[src/rtl/oram_cmd_sequencer.sv]
// oram_cmd_sequencer: expands packed harness commands into PathORAM frontend
// block requests (burst writes with generated data, burst reads with a cap on
// blocks in flight) and forwards read beats back toward the UART serializer.
//
// state | meaning
// ------+-------------------------------------------------------------
// Idle  | accepting a command from the deserializer
// Issue | presenting a block command (read or write) at curAddr
// WData | streaming the write beats of the current block
// Drain | terminate received, waiting for all read blocks to return
// Halt  | terminate complete, no further commands accepted
module oram_cmd_sequencer #(
    parameter int ORAMU          = 32,
    parameter int ORAMB          = 512,
    parameter int FEDWidth       = 64,
    parameter int MaxOutstanding = 4
) (
    input  logic                Clock,
    input  logic                Reset,
    input  logic [103:0]        CmdIn,
    input  logic                CmdInValid,
    output logic                CmdInReady,
    output logic [1:0]          ORAMCommand,
    output logic [ORAMU-1:0]    ORAMPAddr,
    output logic                ORAMCommandValid,
    input  logic                ORAMCommandReady,
    output logic [FEDWidth-1:0] ORAMDataIn,
    output logic                ORAMDataInValid,
    input  logic                ORAMDataInReady,
    input  logic [FEDWidth-1:0] ORAMDataOut,
    input  logic                ORAMDataOutValid,
    output logic                ORAMDataOutReady,
    output logic [FEDWidth-1:0] RespData,
    output logic                RespValid,
    input  logic                RespReady,
    output logic                Done,
    output logic [7:0]          BadOpCount
);
    localparam int BeatsPerBlock = ORAMB / FEDWidth;
    localparam int BeatW         = (BeatsPerBlock > 1) ? $clog2(BeatsPerBlock) : 1;
    localparam int OutW          = $clog2(MaxOutstanding + 1);
    localparam logic [BeatW-1:0] LastBeat = BeatW'(BeatsPerBlock - 1);
    localparam logic [OutW-1:0]  OutMax   = OutW'(MaxOutstanding);

    typedef enum logic [2:0] {Idle, Issue, WData, Drain, Halt} stateT;

    stateT             state;
    logic              isRead;
    logic [ORAMU-1:0]  curAddr;
    logic [31:0]       curData;
    logic [31:0]       remaining;
    logic [BeatW-1:0]  beatIdx;
    logic [BeatW-1:0]  retBeat;
    logic [OutW-1:0]   outstanding;
    logic              doneReg;
    logic [7:0]        badOpReg;

    logic cmdFire, oramCmdFire, dataFire, retFire, blockDone, readIssue, retire;

    assign cmdFire     = CmdInValid && CmdInReady;
    assign oramCmdFire = ORAMCommandValid && ORAMCommandReady;
    assign dataFire    = ORAMDataInValid && ORAMDataInReady;
    assign retFire     = ORAMDataOutValid && ORAMDataOutReady;
    assign blockDone   = retFire && (retBeat == LastBeat);
    assign readIssue   = oramCmdFire && isRead;
    // Beats from reads abandoned by a reset must not underflow the count.
    assign retire      = blockDone && (outstanding != '0);

    // Ready is held low while Reset is asserted, before the state register settles.
    assign CmdInReady       = Reset && (state == Idle);
    assign ORAMCommand      = isRead ? 2'b01 : 2'b00;
    assign ORAMPAddr        = curAddr;
    assign ORAMCommandValid = (state == Issue) && !(isRead && (outstanding == OutMax));
    assign ORAMDataInValid  = (state == WData);
    assign ORAMDataIn       = {curData, (FEDWidth - 32)'(beatIdx)};
    assign RespData         = ORAMDataOut;
    assign RespValid        = ORAMDataOutValid;
    assign ORAMDataOutReady = RespReady;
    assign Done             = doneReg;
    assign BadOpCount       = badOpReg;

    // Command sequencing FSM.
    always_ff @(posedge Clock) begin
        if (!Reset) begin
            state     <= Idle;
            isRead    <= 1'b0;
            curAddr   <= '0;
            curData   <= '0;
            remaining <= '0;
            beatIdx   <= '0;
            doneReg   <= 1'b0;
            badOpReg  <= '0;
        end else begin
            doneReg <= 1'b0;
            case (state)
                Idle: begin
                    if (cmdFire) begin
                        curAddr   <= ORAMU'(CmdIn[95:64]);
                        curData   <= CmdIn[63:32];
                        remaining <= CmdIn[31:0];
                        case (CmdIn[103:96])
                            8'h00: begin
                                isRead <= 1'b0;
                                state  <= Issue;
                            end
                            8'h02: begin
                                isRead <= 1'b1;
                                state  <= Issue;
                            end
                            8'hFF: state <= Drain;
                            default: begin
                                if (badOpReg != 8'hFF) badOpReg <= badOpReg + 8'd1;
                            end
                        endcase
                    end
                end
                Issue: begin
                    if (oramCmdFire) begin
                        if (isRead) begin
                            if (remaining == 32'd0) begin
                                state <= Idle;
                            end else begin
                                remaining <= remaining - 32'd1;
                                curAddr   <= curAddr + ORAMU'(1);
                            end
                        end else begin
                            beatIdx <= '0;
                            state   <= WData;
                        end
                    end
                end
                WData: begin
                    if (dataFire) begin
                        if (beatIdx == LastBeat) begin
                            beatIdx <= '0;
                            if (remaining == 32'd0) begin
                                state <= Idle;
                            end else begin
                                remaining <= remaining - 32'd1;
                                curAddr   <= curAddr + ORAMU'(1);
                                curData   <= curData + 32'd1;
                                state     <= Issue;
                            end
                        end else begin
                            beatIdx <= beatIdx + BeatW'(1);
                        end
                    end
                end
                Drain: begin
                    if ((outstanding == '0) && (retBeat == '0)) begin
                        doneReg <= 1'b1;
                        state   <= Halt;
                    end
                end
                Halt: ;
                default: state <= Idle;
            endcase
        end
    end

    // Return-beat position within the current read block.
    always_ff @(posedge Clock) begin
        if (!Reset) begin
            retBeat <= '0;
        end else if (retFire) begin
            retBeat <= (retBeat == LastBeat) ? '0 : retBeat + BeatW'(1);
        end
    end

    // Read blocks issued but not yet fully returned; issue and retire together cancel.
    always_ff @(posedge Clock) begin
        if (!Reset) begin
            outstanding <= '0;
        end else begin
            case ({readIssue, retire})
                2'b10:   outstanding <= outstanding + OutW'(1);
                2'b01:   outstanding <= outstanding - OutW'(1);
                default: ;
            endcase
        end
    end
endmodule

[config.mk]
export PLATFORM = sky130hd
export DESIGN_NAME = oram_cmd_sequencer
export DESIGN_NICKNAME = d
export VERILOG_FILES = /design/src/rtl/oram_cmd_sequencer.sv
export SDC_FILE = /design/constraint.sdc
export NUM_CORES = 1
export LEC_CHECK = 0
export CORE_MARGIN = 2
export CORE_UTILIZATION = 42
export DETAILED_ROUTE_END_ITERATION = 8
export PLACE_DENSITY = 0.86
export SLEW_MARGIN = 20
export SYNTH_ARGS = -nofsm -noshare
export SYNTH_HDL_FRONTEND = slang
export SYNTH_SLANG_ARGS = --single-unit
[constraint.sdc]
create_clock -name Clock -period 3.91 [get_ports Clock]
set_clock_uncertainty 0.15 [all_clocks]
set_input_delay 0.391 -clock Clock [delete_from_list [all_inputs] [get_ports Clock]]
set_output_delay 0.391 -clock Clock [all_outputs]
set_load 0.005 [all_outputs]
Word level (Yosys, flattened, before mapping):

Index checks and enable logic that the tools add are counted.

* $add $sub $neg: 8
* multiply operators: 0
* div/mod/pow operators: 0
* magnitude comparators: 0
* equal/unequal tests: 22
* shift-type cells: 0
* mux-type cells: 39
* bitwise gates (word level): 2
* reduce and logical (&&, ||, !) cells: 32

Operator list (count)
* 32-bit 2-to-1 mux: 16
* 32-bit one-hot mux with 3 select lines: 2
* 32-bit by 1-bit adder with 32-bit output (second input constant): 2
* 32-bit one-hot mux with 2 select lines: 1
* 3-bit 2-to-1 mux: 12
* 32-bit logical NOT: 1
* 32-bit by 1-bit subtractor with 32-bit output (second input constant): 1
* 3-bit one-hot mux with 2 select lines: 3
* 3-bit one-hot mux with 5 select lines: 1
* 3-bit equality test (second input constant): 4
* 2-bit != test (second input constant): 6
* 1-bit logical AND: 11
* 3-bit by 1-bit adder with 3-bit output (second input constant): 3
* 3-bit logical NOT: 3
* 8-bit by 1-bit adder with 8-bit output (second input constant): 1
* 8-bit by 2-bit equality test with 1-bit output (second input constant): 1
* 8-bit equality test (second input constant): 1
* 8-bit logical NOT: 1
* 8-bit != test (second input constant): 1
* 4-bit AND reduction: 2
* 8-bit AND reduction: 1
* 2-bit nonzero test: 4
* 3-bit by 2-bit equality test with 1-bit output (second input constant): 2
* 3-bit by 2-bit != test with 1-bit output (second input constant): 2
* 16 further kinds: 21

* bits in registers: 118
* latch bits: 0
* memory bits (writable): 0
* ROM bits: 0
* bits of input ports: 175
* output and inout bits: 176
* logic and storage cells: 113
* memories kept: 0

Depth between registers and ports, before layout:

Gate-level depths: netlist of the first run.

* depth after elaboration: 8
* mapped depth: 11
* mapped depth without buffers: 9

Worst setup path after synthesis of the first run:

OpenSTA, ideal clock, no wires.

* path kind: register to register
* from: register remaining[0]
* to: register curAddr[23] (netlist: ORAMPAddr[23])
* setup time: 0.134 ns
* arrival time: 2.201 ns
* data required time: 3.626 ns
* setup slack: 1.424 ns
* cell stages (with the launch flop): 12
* path buffers: 4
* clock period less this slack: 2.486 ns
* cells stage by stage: dfxtp_1 -> inv_1 -> ha_1 -> or4b_1 -> buf_2 -> and4b_1 -> buf_2 -> o2111ai_2 -> nand2_1 -> buf_4 -> buf_4 -> o31ai_1

* longest elaborated chain between the ends: 5
* elaborated cells on any way between the ends: 7
* classes of those cells: 6 x mux; 1 x reduce/logical

Ends and longest elaborated chain
* start: declaration: RTL line 51 `logic [31:0] remaining;`
* start signal: assignment: RTL line 100 `remaining <= CmdIn[31:0];`
* start signal: assignment: RTL line 123 `remaining <= remaining - 32'd1;`
* start signal: assignment: RTL line 139 `remaining <= remaining - 32'd1;`
* 32-bit logical NOT (*): RTL line 120, 136
* 32-bit 2-to-1 mux (*)
* 32-bit 2-to-1 mux (on tied branches) (2 in series)
* 32-bit one-hot mux with 3 select lines (*)
* end signal: assignment: RTL line 98 `curAddr <= ORAMU'(CmdIn[95:64]);`
* end signal: assignment: RTL line 124 `curAddr <= curAddr + ORAMU'(1);`
* end signal: assignment: RTL line 140 `curAddr <= curAddr + ORAMU'(1);`
* end: declaration: RTL line 49 `logic [ORAMU-1:0] curAddr;`

Mark *: on every way between the ends. The rest lies on a longest branch, timed or not. The select of a mux whose other input is x is not followed.
A chain may end at the register's enable or synchronous reset.

Worst setup path after layout of the first run:

* from: register remaining[0]
* to: register remaining[6]

* longest elaborated chain between the ends: 5
* elaborated cells on any way between the ends: 8
* classes of those cells: 1 x add/sub; 6 x mux; 1 x reduce/logical

Ends and longest elaborated chain
* 32-bit by 1-bit subtractor with 32-bit output or 32-bit logical NOT (tied branches)
* 32-bit 2-to-1 mux (*): RTL line 120, 136
* 32-bit 2-to-1 mux (on tied branches): RTL line 134, 119
* 32-bit 2-to-1 mux (on tied branches): RTL line 133, 118
* 32-bit one-hot mux with 3 select lines (*): RTL line 95 `case (state)`

Marks and branches as above.

==> flow_summary.html, run 1 <==
<table>
<tr><th>Metric</th><th>Value</th></tr>
<tr><th colspan="2">Run status</th></tr>
<tr><td>Result of the run</td><td>completed</td></tr>
<tr><th colspan="2">Synth</th></tr>
<tr><td>Cell taking the most area after synthesis</td><td>dfxtp_1</td></tr>
<tr><td>Fraction of post-synthesis cell area in the top cell type by area</td><td>27.6%</td></tr>
<tr><td>Mapped Cells</td><td>1,112</td></tr>
<tr><td>Leading cell types by total area after synthesis</td><td>dfxtp_1, buf_4, a21oi_1</td></tr>
<tr><td>Count of flip-flops with a built-in enable after synthesis</td><td>0</td></tr>
<tr><td>Register area share after synthesis</td><td>27.6%</td></tr>
<tr><td>Count of synthesis-stage warnings from yosys</td><td>0</td></tr>
<tr><td>Synth Cell Area</td><td>8550 µm²</td></tr>
<tr><td>Synth unique cells</td><td>77</td></tr>
<tr><td>Mean cell area of the mapped netlist</td><td>7.68 µm²</td></tr>
<tr><td>Main synth FF type</td><td>dfxtp_1</td></tr>
<tr><td>Number of synthesized register bits</td><td>118</td></tr>
<tr><td>Share of flip-flops with an asynchronous set or reset</td><td>0%</td></tr>
<tr><th colspan="2">Setup path</th></tr>
<tr><td>Worst setup path start</td><td>remaining[0]</td></tr>
<tr><td>Critical path endpoint category</td><td>flip-flop</td></tr>
<tr><td>Required time worst endpoint</td><td>4070 ps</td></tr>
<tr><td>Max Fanout on Critical Path</td><td>46</td></tr>
<tr><td>Setup crit start kind</td><td>flip-flop</td></tr>
<tr><td>Endpoint arrival time on the critical path</td><td>3390 ps</td></tr>
<tr><td>Delay of the slowest cell on the worst path</td><td>600 ps</td></tr>
<tr><td>Start of the worst register-to-register path</td><td>remaining[0]</td></tr>
<tr><td>Class of the most critical setup path</td><td>flip-flop to flip-flop</td></tr>
<tr><td>Cells along the critical path</td><td>inv_1 -&gt; ha_1 -&gt; or4b_1 -&gt; and4b_1 -&gt; o2111a_2 -&gt; buf_4 -&gt; nor2_2 -&gt; a32o_1</td></tr>
<tr><td>Worst path slowest cell</td><td>or4b_1</td></tr>
<tr><th colspan="2">STA</th></tr>
<tr><td>Relative slew slack</td><td>37.6%</td></tr>
<tr><td>Clock period minus worst slack</td><td>3230 ps</td></tr>
<tr><td>Hold violation total from the final report</td><td>0</td></tr>
<tr><td>RSZ-0062 raised after global routing</td><td>no</td></tr>
<tr><td>Final Slew Violations</td><td>0</td></tr>
<tr><td>Count of final setup violators</td><td>0</td></tr>
<tr><td>Final WS setup</td><td>675 ps</td></tr>
<tr><td>Worst hold-check slack</td><td>330 ps</td></tr>
<tr><td>Measured slew at the worst slew-check pin</td><td>929 ps</td></tr>
<tr><td>Setup TNS after final layout</td><td>0 ps</td></tr>
<tr><td>Max Clock Freq</td><td>309 MHz</td></tr>
<tr><td>Share of the clock period used by the worst path</td><td>82.7%</td></tr>
<tr><th colspan="2">Placement</th></tr>
<tr><td>Placed wire-length estimate after detailed placement</td><td>18,400 µm</td></tr>
<tr><td>Instance count after placement with tap cells included</td><td>1,438</td></tr>
<tr><td>Input/output buffers</td><td>192</td></tr>
<tr><td>Post-placement worst setup slack</td><td>749 ps</td></tr>
<tr><td>Final weighted congestion in routability-driven placement</td><td>0.894</td></tr>
<tr><th colspan="2">Power</th></tr>
<tr><td>Switching Power</td><td>0.000903 W</td></tr>
<tr><td>Total power draw</td><td>0.00337 W</td></tr>
<tr><td>Clock power share</td><td>44.0%</td></tr>
<tr><td>Leakage dissipation</td><td>3.73 nW</td></tr>
<tr><td>Worst vdd ir</td><td>0.000252 V</td></tr>
<tr><td>Pint</td><td>0.00247 W</td></tr>
<tr><td>Cell area power density</td><td>319 nW/µm²</td></tr>
<tr><td>Comb pwr share</td><td>16.6%</td></tr>
<tr><td>Sw frac</td><td>26.8%</td></tr>
<tr><td>Proportion of power drawn by flip-flops and latches</td><td>39.4%</td></tr>
<tr><th colspan="2">Layout</th></tr>
<tr><td>Final layout net count</td><td>1,373</td></tr>
<tr><td>Commonest non-fill, non-tap cell in the layout</td><td>clkdlybuf4s50_1</td></tr>
<tr><td>Number of fill cells</td><td>1,892</td></tr>
<tr><td>Antenna cells</td><td>0</td></tr>
<tr><td>Ratio of cells with drive above 1 in the final layout</td><td>6.84%</td></tr>
<tr><td>Most frequent cells in the layout</td><td>clkdlybuf4s50_1, dfxtp_1, nand2_1</td></tr>
<tr><td>Layout Area Growth over Synthesis</td><td>23.6%</td></tr>
<tr><td>Final standard cell count with taps included and fillers excluded</td><td>1,468</td></tr>
<tr><th colspan="2">Floorplanning</th></tr>
<tr><td>Effective utilization at floorplan</td><td>42.5%</td></tr>
<tr><td>Total Die Area</td><td>21,500 µm²</td></tr>
<tr><td>Floorplan die width</td><td>147 µm</td></tr>
<tr><td>Vertical extent of the die</td><td>147 µm</td></tr>
<tr><td># rows</td><td>52</td></tr>
<tr><td>Placeable core region</td><td>20,100 µm²</td></tr>
<tr><td>Top-Level Pins</td><td>351</td></tr>
<tr><th colspan="2">Route</th></tr>
<tr><td>DR iter-0 viols</td><td>865</td></tr>
<tr><td>Routed Wire Length</td><td>27,300 µm</td></tr>
<tr><td>Vias per std cell</td><td>6.26</td></tr>
<tr><td>Drt pass-1 iters</td><td>5</td></tr>
<tr><td>Drt wl/cell</td><td>18.6 µm</td></tr>
<tr><td>Vias post-DR</td><td>9,189</td></tr>
<tr><td>Number of nets with antenna violations after routing</td><td>0</td></tr>
<tr><td>Post-route DRC violation count</td><td>0</td></tr>
<tr><th colspan="2">Clock network</th></tr>
<tr><td>Clock-pin slew of the registers on the worst-case setup and hold paths</td><td>50 ps</td></tr>
<tr><td>Number of buffers inserted by post-CTS setup repair</td><td>0</td></tr>
<tr><td>Clock root buffer</td><td>clkbuf_16</td></tr>
<tr><td>Number of gates given a new drive strength after cts</td><td>0</td></tr>
<tr><td>Count of clock tree sinks</td><td>118</td></tr>
<tr><td>Later-pin clock latency in the skew report</td><td>420 ps</td></tr>
<tr><td>TritonCTS buffer count</td><td>17</td></tr>
<tr><td>Clock Tree Buf Depth</td><td>2</td></tr>
<tr><td>TritonCTS clock tree</td><td>done</td></tr>
<tr><td>CTS Hold Bufs</td><td>0</td></tr>
<tr><td>Deepest level of the CTS H-tree</td><td>4</td></tr>
<tr><th colspan="2">GRT</th></tr>
<tr><td>First-pass GRT wire length</td><td>44,200 µm</td></tr>
<tr><td>Vias in the first global route</td><td>8,531</td></tr>
<tr><td>Initial antenna violation count</td><td>1</td></tr>
<tr><td>Maximum number of pins on one net before global-route repair</td><td>86</td></tr>
<tr><td>GRT Resource Usage Total</td><td>24.8%</td></tr>
<tr><td>Overflow after GRT</td><td>0</td></tr>
<tr><th colspan="2">Hold path</th></tr>
<tr><td>Hold/Removal Path Class</td><td>flip-flop to flip-flop</td></tr>
<tr><td>Hold Startpoint</td><td>curData[31]</td></tr>
<tr><th colspan="2">Flow run</th></tr>
<tr><td>Maximum capacitance violations</td><td>0</td></tr>
</table>
layer usage:
layer	up-vias	track usage (%)	routed length (µm)
met5	-	0	13
li1	4275	-	-
met2	499	40.2	12900
met3	66	6.09	2500
met1	4347	32.1	11200
met4	2	8.88	623
worst max-delay path: cells and delay by family (launching register included):
family | cells | cell delay (ps)
buffers and inverters | 2 | 560
adder cells (fa/ha/maj) | 1 | 220
AO/OA/AOI/OAI | 2 | 570
flip-flops | 1 | 320
AND/OR/NAND/NOR | 3 | 1310
stage by stage:
stage	area (µm²)	util, %
global route	10600	52.5
detailed placement	10000	49.8
global placement	10000	49.8
finish	10600	52.5
CTS	10600	52.5
floorplan	8650	-
flip-flops by register name, summed over array words and instances (netlist names):
name,cells
ORAMPAddr,32
curData,32
remaining,32
BadOpCount,8
beatIdx,3
outstanding,3
retBeat,3
state,3
Done,1
isRead,1
cells in the mapped netlist, drive strengths merged, types with 11 or more instances:
library cell	instances
a31oi	26
a22oi	12
inv	19
nand3	50
o32ai	20
nor4	23
o311ai	25
nor2	85
nor3	35
o31ai	52
buf	131
clkbuf	60
a21oi	83
o221a	11
o21ai	22
nand4	32
nand2	99
and3	13
o31a	17
dfxtp	118
cell type report:
class                      count  area, µm²  share of cell area (%)
clock buffer                  26        499                    4.73
clock inverter                 4       45.0                   0.426
inverter                      20       75.1                   0.711
multi-input combinational    812       5090                    48.2
sequential                   118       2360                    22.4
tap                          270        338                    3.20
timing repair buffer         218       2150                    20.4
cell families (layout without fill, tap and decap cells):
group / count (synthesis) / in the layout / synth area share [%]
flops: 118 / 118 / 27.6
xor+xnor: 6 / 6 / 0.615
buf+inv: 211 / 268 / 14.2
other cells: 1 / 30 / 0.0439
fa+ha+maj: 11 / 11 / 1.70
simple gates: 401 / 401 / 24.2
mux: 8 / 8 / 0.937
compound gates: 356 / 356 / 30.6
final timing paths:
kind,end,slack (ps),cells after the start
worst max register to register,remaining[6],680,8
worst min register to register,curData[31],330,2
worst max-delay path,remaining[6],680,8
worst min-delay path,curData[31],330,2
power groups by stage:
stage	combinational (W)	clock, W	sequential (W)
6_report	0.000559	0.00148	0.00133
2_1_floorplan	0.000363	0	0.00134
4_1_cts	0.000554	0.00150	0.00133
5_1_grt	0.000605	0.00156	0.00134
3_3_place_gp	0.000542	0	0.00135
3_5_place_dp	0.000550	0	0.00135
No activity file was read; power rests on OpenSTA's default activity.
==> run 2: changes to the inputs <==
Clock period 3.91 ns to 3 ns, I/O delays scaled along.
==> flow_summary.html, run 2 (synthesized netlist as in run 1, its figures left out) <==
<table>
<tr><th>Metric</th><th>Value</th></tr>
<tr><th colspan="2">Layout</th></tr>
<tr><td>Layout Area Growth over Synthesis</td><td>26.4%</td></tr>
<tr><td>Commonest non-fill, non-tap cell in the layout</td><td>clkdlybuf4s50_1</td></tr>
<tr><td>Most frequent cells in the layout</td><td>clkdlybuf4s50_1, dfxtp_1, nand2_1</td></tr>
<tr><td>Ratio of cells with drive above 1 in the final layout</td><td>8.11%</td></tr>
<tr><td>Antenna cells</td><td>0</td></tr>
<tr><td>Final standard cell count with taps included and fillers excluded</td><td>1,479</td></tr>
<tr><td>Final layout net count</td><td>1,382</td></tr>
<tr><th colspan="2">Run status</th></tr>
<tr><td>Result of the run</td><td>completed</td></tr>
<tr><th colspan="2">Clock network</th></tr>
<tr><td>Count of clock tree sinks</td><td>118</td></tr>
<tr><td>Clock root buffer</td><td>clkbuf_16</td></tr>
<tr><td>TritonCTS buffer count</td><td>17</td></tr>
<tr><td>TritonCTS clock tree</td><td>done</td></tr>
<tr><td>Number of buffers inserted by post-CTS setup repair</td><td>0</td></tr>
<tr><td>Number of gates given a new drive strength after cts</td><td>0</td></tr>
<tr><td>Deepest level of the CTS H-tree</td><td>4</td></tr>
<tr><td>Clock Tree Buf Depth</td><td>2</td></tr>
<tr><td>CTS Hold Bufs</td><td>0</td></tr>
<tr><td>Later-pin clock latency in the skew report</td><td>430 ps</td></tr>
<tr><td>Clock-pin slew of the registers on the worst-case setup and hold paths</td><td>60 ps</td></tr>
<tr><th colspan="2">STA</th></tr>
<tr><td>Relative slew slack</td><td>53.1%</td></tr>
<tr><td>Count of final setup violators</td><td>0</td></tr>
<tr><td>Clock period minus worst slack</td><td>2880 ps</td></tr>
<tr><td>Hold violation total from the final report</td><td>0</td></tr>
<tr><td>Setup TNS after final layout</td><td>0 ps</td></tr>
<tr><td>Measured slew at the worst slew-check pin</td><td>704 ps</td></tr>
<tr><td>Share of the clock period used by the worst path</td><td>96.0%</td></tr>
<tr><td>RSZ-0062 raised after global routing</td><td>no</td></tr>
<tr><td>Max Clock Freq</td><td>347 MHz</td></tr>
<tr><td>Final Slew Violations</td><td>0</td></tr>
<tr><th colspan="2">Hold path</th></tr>
<tr><td>Hold/Removal Path Class</td><td>input pin to flip-flop</td></tr>
<tr><th colspan="2">Placement</th></tr>
<tr><td>Input/output buffers</td><td>192</td></tr>
<tr><td>Final weighted congestion in routability-driven placement</td><td>0.878</td></tr>
<tr><td>Placed wire-length estimate after detailed placement</td><td>18,400 µm</td></tr>
<tr><td>Instance count after placement with tap cells included</td><td>1,447</td></tr>
<tr><th colspan="2">Setup path</th></tr>
<tr><td>Worst path slowest cell</td><td>or4b_1</td></tr>
<tr><td>Delay of the slowest cell on the worst path</td><td>610 ps</td></tr>
<tr><td>Max Fanout on Critical Path</td><td>46</td></tr>
<tr><td>Endpoint arrival time on the critical path</td><td>3040 ps</td></tr>
<tr><td>Required time worst endpoint</td><td>3170 ps</td></tr>
<tr><td>Critical path endpoint category</td><td>flip-flop</td></tr>
<tr><td>Cells along the critical path</td><td>inv_1 -&gt; ha_1 -&gt; or4b_1 -&gt; and4b_1 -&gt; o2111a_2 -&gt; buf_12 -&gt; nor2_2 -&gt; a32o_1</td></tr>
<tr><td>Setup crit start kind</td><td>flip-flop</td></tr>
<tr><td>Class of the most critical setup path</td><td>flip-flop to flip-flop</td></tr>
<tr><th colspan="2">Floorplanning</th></tr>
<tr><td>Floorplan die width</td><td>147 µm</td></tr>
<tr><td>Vertical extent of the die</td><td>147 µm</td></tr>
<tr><td># rows</td><td>52</td></tr>
<tr><td>Effective utilization at floorplan</td><td>42.5%</td></tr>
<tr><td>Placeable core region</td><td>20,100 µm²</td></tr>
<tr><td>Total Die Area</td><td>21,500 µm²</td></tr>
<tr><td>Top-Level Pins</td><td>351</td></tr>
<tr><th colspan="2">Power</th></tr>
<tr><td>Leakage dissipation</td><td>3.85 nW</td></tr>
<tr><td>Cell area power density</td><td>445 nW/µm²</td></tr>
<tr><td>Worst vdd ir</td><td>0.000344 V</td></tr>
<tr><th colspan="2">Route</th></tr>
<tr><td>Drt pass-1 iters</td><td>6</td></tr>
<tr><td>Vias post-DR</td><td>9,301</td></tr>
<tr><td>DR iter-0 viols</td><td>973</td></tr>
<tr><td>Routed Wire Length</td><td>27,200 µm</td></tr>
<tr><td>Number of nets with antenna violations after routing</td><td>0</td></tr>
<tr><td>Post-route DRC violation count</td><td>0</td></tr>
<tr><td>Vias per std cell</td><td>6.29</td></tr>
<tr><td>Drt wl/cell</td><td>18.4 µm</td></tr>
<tr><th colspan="2">GRT</th></tr>
<tr><td>Initial antenna violation count</td><td>0</td></tr>
<tr><td>Overflow after GRT</td><td>0</td></tr>
<tr><td>Maximum number of pins on one net before global-route repair</td><td>96</td></tr>
<tr><td>GRT Resource Usage Total</td><td>24.3%</td></tr>
<tr><td>First-pass GRT wire length</td><td>43,200 µm</td></tr>
<tr><td>Vias in the first global route</td><td>8,622</td></tr>
<tr><th colspan="2">Flow run</th></tr>
<tr><td>Maximum capacitance violations</td><td>0</td></tr>
</table>
## run 2: changes by cell type in the layout (fill, tap and decap cells not counted)
| cell | before | now |
|---|---|---|
| clkinv_4 | 0 | 2 |
| clkinv_2 | 3 | 1 |
| buf_12 | 3 | 6 |
| clkinvlp_4 | 0 | 3 |
| bufinv_16 | 1 | 5 |
| buf_4 | 23 | 29 |
| clkbuf_1 | 5 | 0 |
## run 2: where the power goes
group / internal, W / leakage (nW) / total (W) / switching, W
registers: 0.00164 / 0.964 / 0.00173 / 0.0000957
clock network: 0.00156 / 0.322 / 0.00234 / 0.000777
logic: 0.000375 / 2.56 / 0.000736 / 0.000362
total: 0.00358 / 3.85 / 0.00481 / 0.00123
## run 2: layout make-up
| type | instances | area (µm²) |
|---|---|---|
| Sequential cell | 118 | 2360 |
| Fill cell | 1794 | 9310 |
| Multi-Input combinational cell | 812 | 5090 |
| Tap cell | 270 | 338 |
| Timing Repair Buffer | 227 | 2250 |
| Inverter | 20 | 75.1 |
| Clock inverter | 11 | 195 |
| Clock buffer | 21 | 480 |
## run 2: worst max-delay path, delay by kind of cell, from the launching register on
family,cells,cell delay (ps)
AO/OA/AOI/OAI,2,570
AND/OR/NAND/NOR,3,1150
adder cells (fa/ha/maj),1,230
flip-flops,1,310
buffers and inverters,2,330
## run 2: routing by layer
layer	up-vias	GRT usage, %	part of all wire (%)
met4	0	12.3	3.6
met3	84	6.03	9.1
li1	4304	-	-
met2	522	38.9	46
met1	4391	30.3	41
met5	-	0	0
## run 2: path summary, 6_finish.rpt
kind | from | to | slack (ps) | cells after the start
setup / recovery | remaining[0] | remaining[6] | 120 | 8
hold reg to reg | remaining[7] | remaining[7] | 330 | 2
setup reg to reg | remaining[0] | remaining[6] | 120 | 8
hold / removal | Reset | state[2] | 290 | 3
## run 2: per-stage QoR
stage          utilization, %  hold WS (ps)  area [µm²]  setup slack, ps  power [W]
3_5_place_dp             50.3           323       10100              201    0.00249
4_1_cts                  53.7           280       10800              143    0.00482
5_1_grt                  53.7           304       10800             41.0    0.00499
6_report                 53.7           291       10800              121    0.00481
2_1_floorplan               -           294        8650              514    0.00221
3_3_place_gp             50.3           311       10100              321    0.00247
==> run 3: changes to the inputs <==
--- a/config.mk
+++ b/config.mk
@@ -7,2 +7,3 @@
 export LEC_CHECK = 0
+export ABC_AREA = 1
 export CORE_MARGIN = 2
@@ -10,3 +11,3 @@
 export DETAILED_ROUTE_END_ITERATION = 8
-export PLACE_DENSITY = 0.86
+export PLACE_DENSITY = 0.84
 export SLEW_MARGIN = 20
--- a/constraint.sdc
+++ b/constraint.sdc
@@ -4,2 +4,2 @@
 set_output_delay 0.3 -clock Clock [all_outputs]
-set_load 0.005 [all_outputs]
+set_load 0.1 [all_outputs]
==> flow_summary.html, run 3 <==
<table>
<tr><th>Metric</th><th>Value</th></tr>
<tr><th colspan="2">Route</th></tr>
<tr><td>Drt pass-1 iters</td><td>6</td></tr>
<tr><td>Vias post-DR</td><td>10,200</td></tr>
<tr><td>Drt wl/cell</td><td>14.1 µm</td></tr>
<tr><td>DR iter-0 viols</td><td>628</td></tr>
<tr><td>Routed Wire Length</td><td>28,100 µm</td></tr>
<tr><td>Number of nets with antenna violations after routing</td><td>0</td></tr>
<tr><td>Post-route DRC violation count</td><td>0</td></tr>
<tr><td>Vias per std cell</td><td>5.11</td></tr>
<tr><th colspan="2">Layout</th></tr>
<tr><td>Number of fill cells</td><td>2,203</td></tr>
<tr><td>Multi-input combinational cell area</td><td>5540 µm²</td></tr>
<tr><td>Antenna cells</td><td>0</td></tr>
<tr><td>End-of-flow core utilization</td><td>51.3%</td></tr>
<tr><td>Final cell area excluding filler cells</td><td>11,100 µm²</td></tr>
<tr><td>Reg area</td><td>2360 µm²</td></tr>
<tr><td>Final standard cell count with taps included and fillers excluded</td><td>1,989</td></tr>
<tr><td>Ratio of cells with drive above 1 in the final layout</td><td>10.1%</td></tr>
<tr><td>Commonest non-fill, non-tap cell in the layout</td><td>nand2_1</td></tr>
<tr><td>Final layout net count</td><td>1,882</td></tr>
<tr><td>Layout Area Growth over Synthesis</td><td>20.7%</td></tr>
<tr><td>Most frequent cells in the layout</td><td>nand2_1, nor2_1, dfxtp_1</td></tr>
<tr><th colspan="2">Floorplanning</th></tr>
<tr><td>Total Die Area</td><td>23,100 µm²</td></tr>
<tr><td>Vertical extent of the die</td><td>152 µm</td></tr>
<tr><td>Top-Level Pins</td><td>351</td></tr>
<tr><td>Effective utilization at floorplan</td><td>42.5%</td></tr>
<tr><td>Floorplan die width</td><td>152 µm</td></tr>
<tr><td>Placeable core region</td><td>21,600 µm²</td></tr>
<tr><td># rows</td><td>54</td></tr>
<tr><th colspan="2">Synth</th></tr>
<tr><td>Count of synthesis-stage warnings from yosys</td><td>0</td></tr>
<tr><td>Combinational family with the most area after synthesis</td><td>simple AND/OR/NAND/NOR gates</td></tr>
<tr><td>Mux cell area share after synthesis</td><td>0%</td></tr>
<tr><td>Most frequent cell after synthesis</td><td>nand2_1</td></tr>
<tr><td>Synth unique cells</td><td>39</td></tr>
<tr><td>Number of synthesized register bits</td><td>118</td></tr>
<tr><td>Count of flip-flops with a built-in enable after synthesis</td><td>0</td></tr>
<tr><td>Cell taking the most area after synthesis</td><td>dfxtp_1</td></tr>
<tr><td>Fraction of post-synthesis cell area in the top cell type by area</td><td>25.7%</td></tr>
<tr><td>Register area share after synthesis</td><td>25.7%</td></tr>
<tr><td>Share of the synthesized area in compound gates (AO/OA/AOI/OAI)</td><td>11.4%</td></tr>
<tr><td>Main synth FF type</td><td>dfxtp_1</td></tr>
<tr><td>Synth Cell Area</td><td>9190 µm²</td></tr>
<tr><td>Leading cell types by total area after synthesis</td><td>dfxtp_1, nand2_1, nor2_1</td></tr>
<tr><td>Synthesized-area fraction occupied by xor and xnor cells</td><td>1.72%</td></tr>
<tr><td>Mean cell area of the mapped netlist</td><td>5.76 µm²</td></tr>
<tr><td>Share of flip-flops with an asynchronous set or reset</td><td>0%</td></tr>
<tr><td>Fraction of the mapped netlist area in simple logic gates</td><td>44.4%</td></tr>
<tr><td>Ranking of synthesized cells by instance count</td><td>nand2_1, nor2_1, dfxtp_1</td></tr>
<tr><td>Post-synthesis adder-cell area fraction</td><td>1.58%</td></tr>
<tr><td>Mapped Cells</td><td>1,594</td></tr>
<tr><th colspan="2">GRT</th></tr>
<tr><td>Met3 GRT Util</td><td>3.96%</td></tr>
<tr><td>Met2 demand-to-capacity share in global routing</td><td>39.0%</td></tr>
<tr><td>Initial antenna violation count</td><td>0</td></tr>
<tr><td>Global routing usage on met1</td><td>30.5%</td></tr>
<tr><td>Vias in the first global route</td><td>9,389</td></tr>
<tr><td>First-pass GRT wire length</td><td>45,900 µm</td></tr>
<tr><td>Overflow after GRT</td><td>0</td></tr>
<tr><td>Top Usage Layer GRT</td><td>met2</td></tr>
<tr><td>GRT Resource Usage Total</td><td>23.6%</td></tr>
<tr><td>Maximum number of pins on one net before global-route repair</td><td>70</td></tr>
<tr><th colspan="2">Clock network</th></tr>
<tr><td>TritonCTS clock tree</td><td>done</td></tr>
<tr><td>CTS Hold Bufs</td><td>0</td></tr>
<tr><td>TritonCTS buffer count</td><td>17</td></tr>
<tr><td>Deepest level of the CTS H-tree</td><td>4</td></tr>
<tr><td>Number of gates given a new drive strength after cts</td><td>0</td></tr>
<tr><td>Clock-pin slew of the registers on the worst-case setup and hold paths</td><td>60 ps</td></tr>
<tr><td>Clock Tree Buf Depth</td><td>2</td></tr>
<tr><td>Count of clock tree sinks</td><td>118</td></tr>
<tr><td>Number of buffers inserted by post-CTS setup repair</td><td>0</td></tr>
<tr><td>Later-pin clock latency in the skew report</td><td>420 ps</td></tr>
<tr><td>Clock root buffer</td><td>clkbuf_16</td></tr>
<tr><th colspan="2">STA</th></tr>
<tr><td>Setup TNS after final layout</td><td>0 ps</td></tr>
<tr><td>Relative slew slack</td><td>49.4%</td></tr>
<tr><td>Count of final setup violators</td><td>0</td></tr>
<tr><td>Hold violation total from the final report</td><td>0</td></tr>
<tr><td>Clock period minus worst slack</td><td>2490 ps</td></tr>
<tr><td>Share of the clock period used by the worst path</td><td>83.2%</td></tr>
<tr><td>RSZ-0062 raised after global routing</td><td>no</td></tr>
<tr><td>Worst hold-check slack</td><td>183 ps</td></tr>
<tr><td>Max Clock Freq</td><td>401 MHz</td></tr>
<tr><td>Measured slew at the worst slew-check pin</td><td>759 ps</td></tr>
<tr><td>Final Slew Violations</td><td>0</td></tr>
<tr><th colspan="2">Setup path</th></tr>
<tr><td>Most repeated library cell on the critical path</td><td>nand2_2</td></tr>
<tr><td>Worst path slowest cell</td><td>nand2_2</td></tr>
<tr><td>Max Fanout on Critical Path</td><td>38</td></tr>
<tr><td>Class of the most critical setup path</td><td>flip-flop to flip-flop</td></tr>
<tr><td>Setup crit start kind</td><td>flip-flop</td></tr>
<tr><td>CP Buf/Inv Count</td><td>2</td></tr>
<tr><td>Endpoint arrival time on the critical path</td><td>2690 ps</td></tr>
<tr><td>Cells along the critical path</td><td>inv_1 -&gt; ha_1 -&gt; nand2_1 -&gt; nor2_2 -&gt; nand3_1 -&gt; nor2_4 -&gt; nand2_2 -&gt; nand2_2 -&gt; buf_12 -&gt; o21ai_0 -&gt; nor2_1</td></tr>
<tr><td>Delay of the slowest cell on the worst path</td><td>330 ps</td></tr>
<tr><td>Critical path endpoint category</td><td>flip-flop</td></tr>
<tr><td>Required time worst endpoint</td><td>3190 ps</td></tr>
<tr><td>Critical path's top delay family</td><td>simple AND/OR/NAND/NOR gates</td></tr>
<tr><th colspan="2">Placement</th></tr>
<tr><td>Final weighted congestion in routability-driven placement</td><td>0.924</td></tr>
<tr><td>Instance count after placement with tap cells included</td><td>1,957</td></tr>
<tr><td>Placed wire-length estimate after detailed placement</td><td>20,700 µm</td></tr>
<tr><td>Placed Area</td><td>10,500 µm²</td></tr>
<tr><td>Input/output buffers</td><td>192</td></tr>
<tr><th colspan="2">Power</th></tr>
<tr><td>Leakage dissipation</td><td>4.78 nW</td></tr>
<tr><td>Cell area power density</td><td>641 nW/µm²</td></tr>
<tr><td>Worst vdd ir</td><td>0.000288 V</td></tr>
<tr><th colspan="2">Flow run</th></tr>
<tr><td>Maximum capacitance violations</td><td>0</td></tr>
<tr><th colspan="2">Hold path</th></tr>
<tr><td>Hold/Removal Path Class</td><td>input pin to flip-flop</td></tr>
<tr><th colspan="2">Run status</th></tr>
<tr><td>Result of the run</td><td>completed</td></tr>
</table>
## run 3: cell types whose count changed after synthesis, moves of 20 or more
cell / previous run / this run
nand2_1: 99 / 555
nor2_1: 84 / 267
inv_1: 19 / 99
o21ai_0: 22 / 77
o31ai_1: 51 / 1
nand3_1: 50 / 97
clkbuf_1: 60 / 22
o311ai_0: 25 / 0
a31oi_1: 26 / 2
nor3_1: 34 / 11
nand4_1: 32 / 10
nor4_1: 20 / 0
o32ai_1: 20 / 0
## run 3: cells by family after synthesis
kind of cell,Yosys count
xor gates and xnor gates,18
adders and majority gates,11
other,1
DFF,118
AOI/OAI and AO/OA,195
buffers and inverters,256
and+or+nand+nor,995
## run 3: area by class of cell
cell class                      instances  area share (%)
Clock buffer                           20            4.12
Clock inverter                         12            1.16
Inverter                              107            3.62
Multi-Input combinational cell       1249            50.0
Sequential cell                       118            21.3
Tap cell                              280            3.16
Timing Repair Buffer                  203            16.6
## run 3: power by group
part | internal (W) | total [W] | switching [W]
Combinational | 0.000781 | 0.00298 | 0.00220
Clock | 0.00126 | 0.00204 | 0.000780
Sequential | 0.00177 | 0.00208 | 0.000312
## run 3: worst paths after layout
| check | from | to | slack, ps | cells after the start |
|---|---|---|---|---|
| setup / recovery | remaining[0] | ORAMPAddr[18] | 510 | 11 |
| hold / removal | Reset | state[1] | 180 | 3 |
| setup reg to reg | remaining[0] | ORAMPAddr[18] | 510 | 11 |
| hold reg to reg | outstanding[0] | outstanding[0] | 340 | 1 |
## run 3: layer usage
metal  wire, µm  vias to the layer above
li1           -                     5130
met1      12200                     4537
met2      13000                      409
met3       1950                       79
met4        949                        0
met5          0                        -
## run 3: stage by stage
step	power, W	worst slack, ps
after floorplan	0.00475	315
after global placement	0.00501	522
after detailed placement	0.00506	414
after CTS	0.00710	526
after global routing	0.00747	268
final	0.00711	505
## run 3: worst min-delay path, stage by stage
cell and delay [ps]:
buf_2 250, nand2_1 120, nor2_1 30
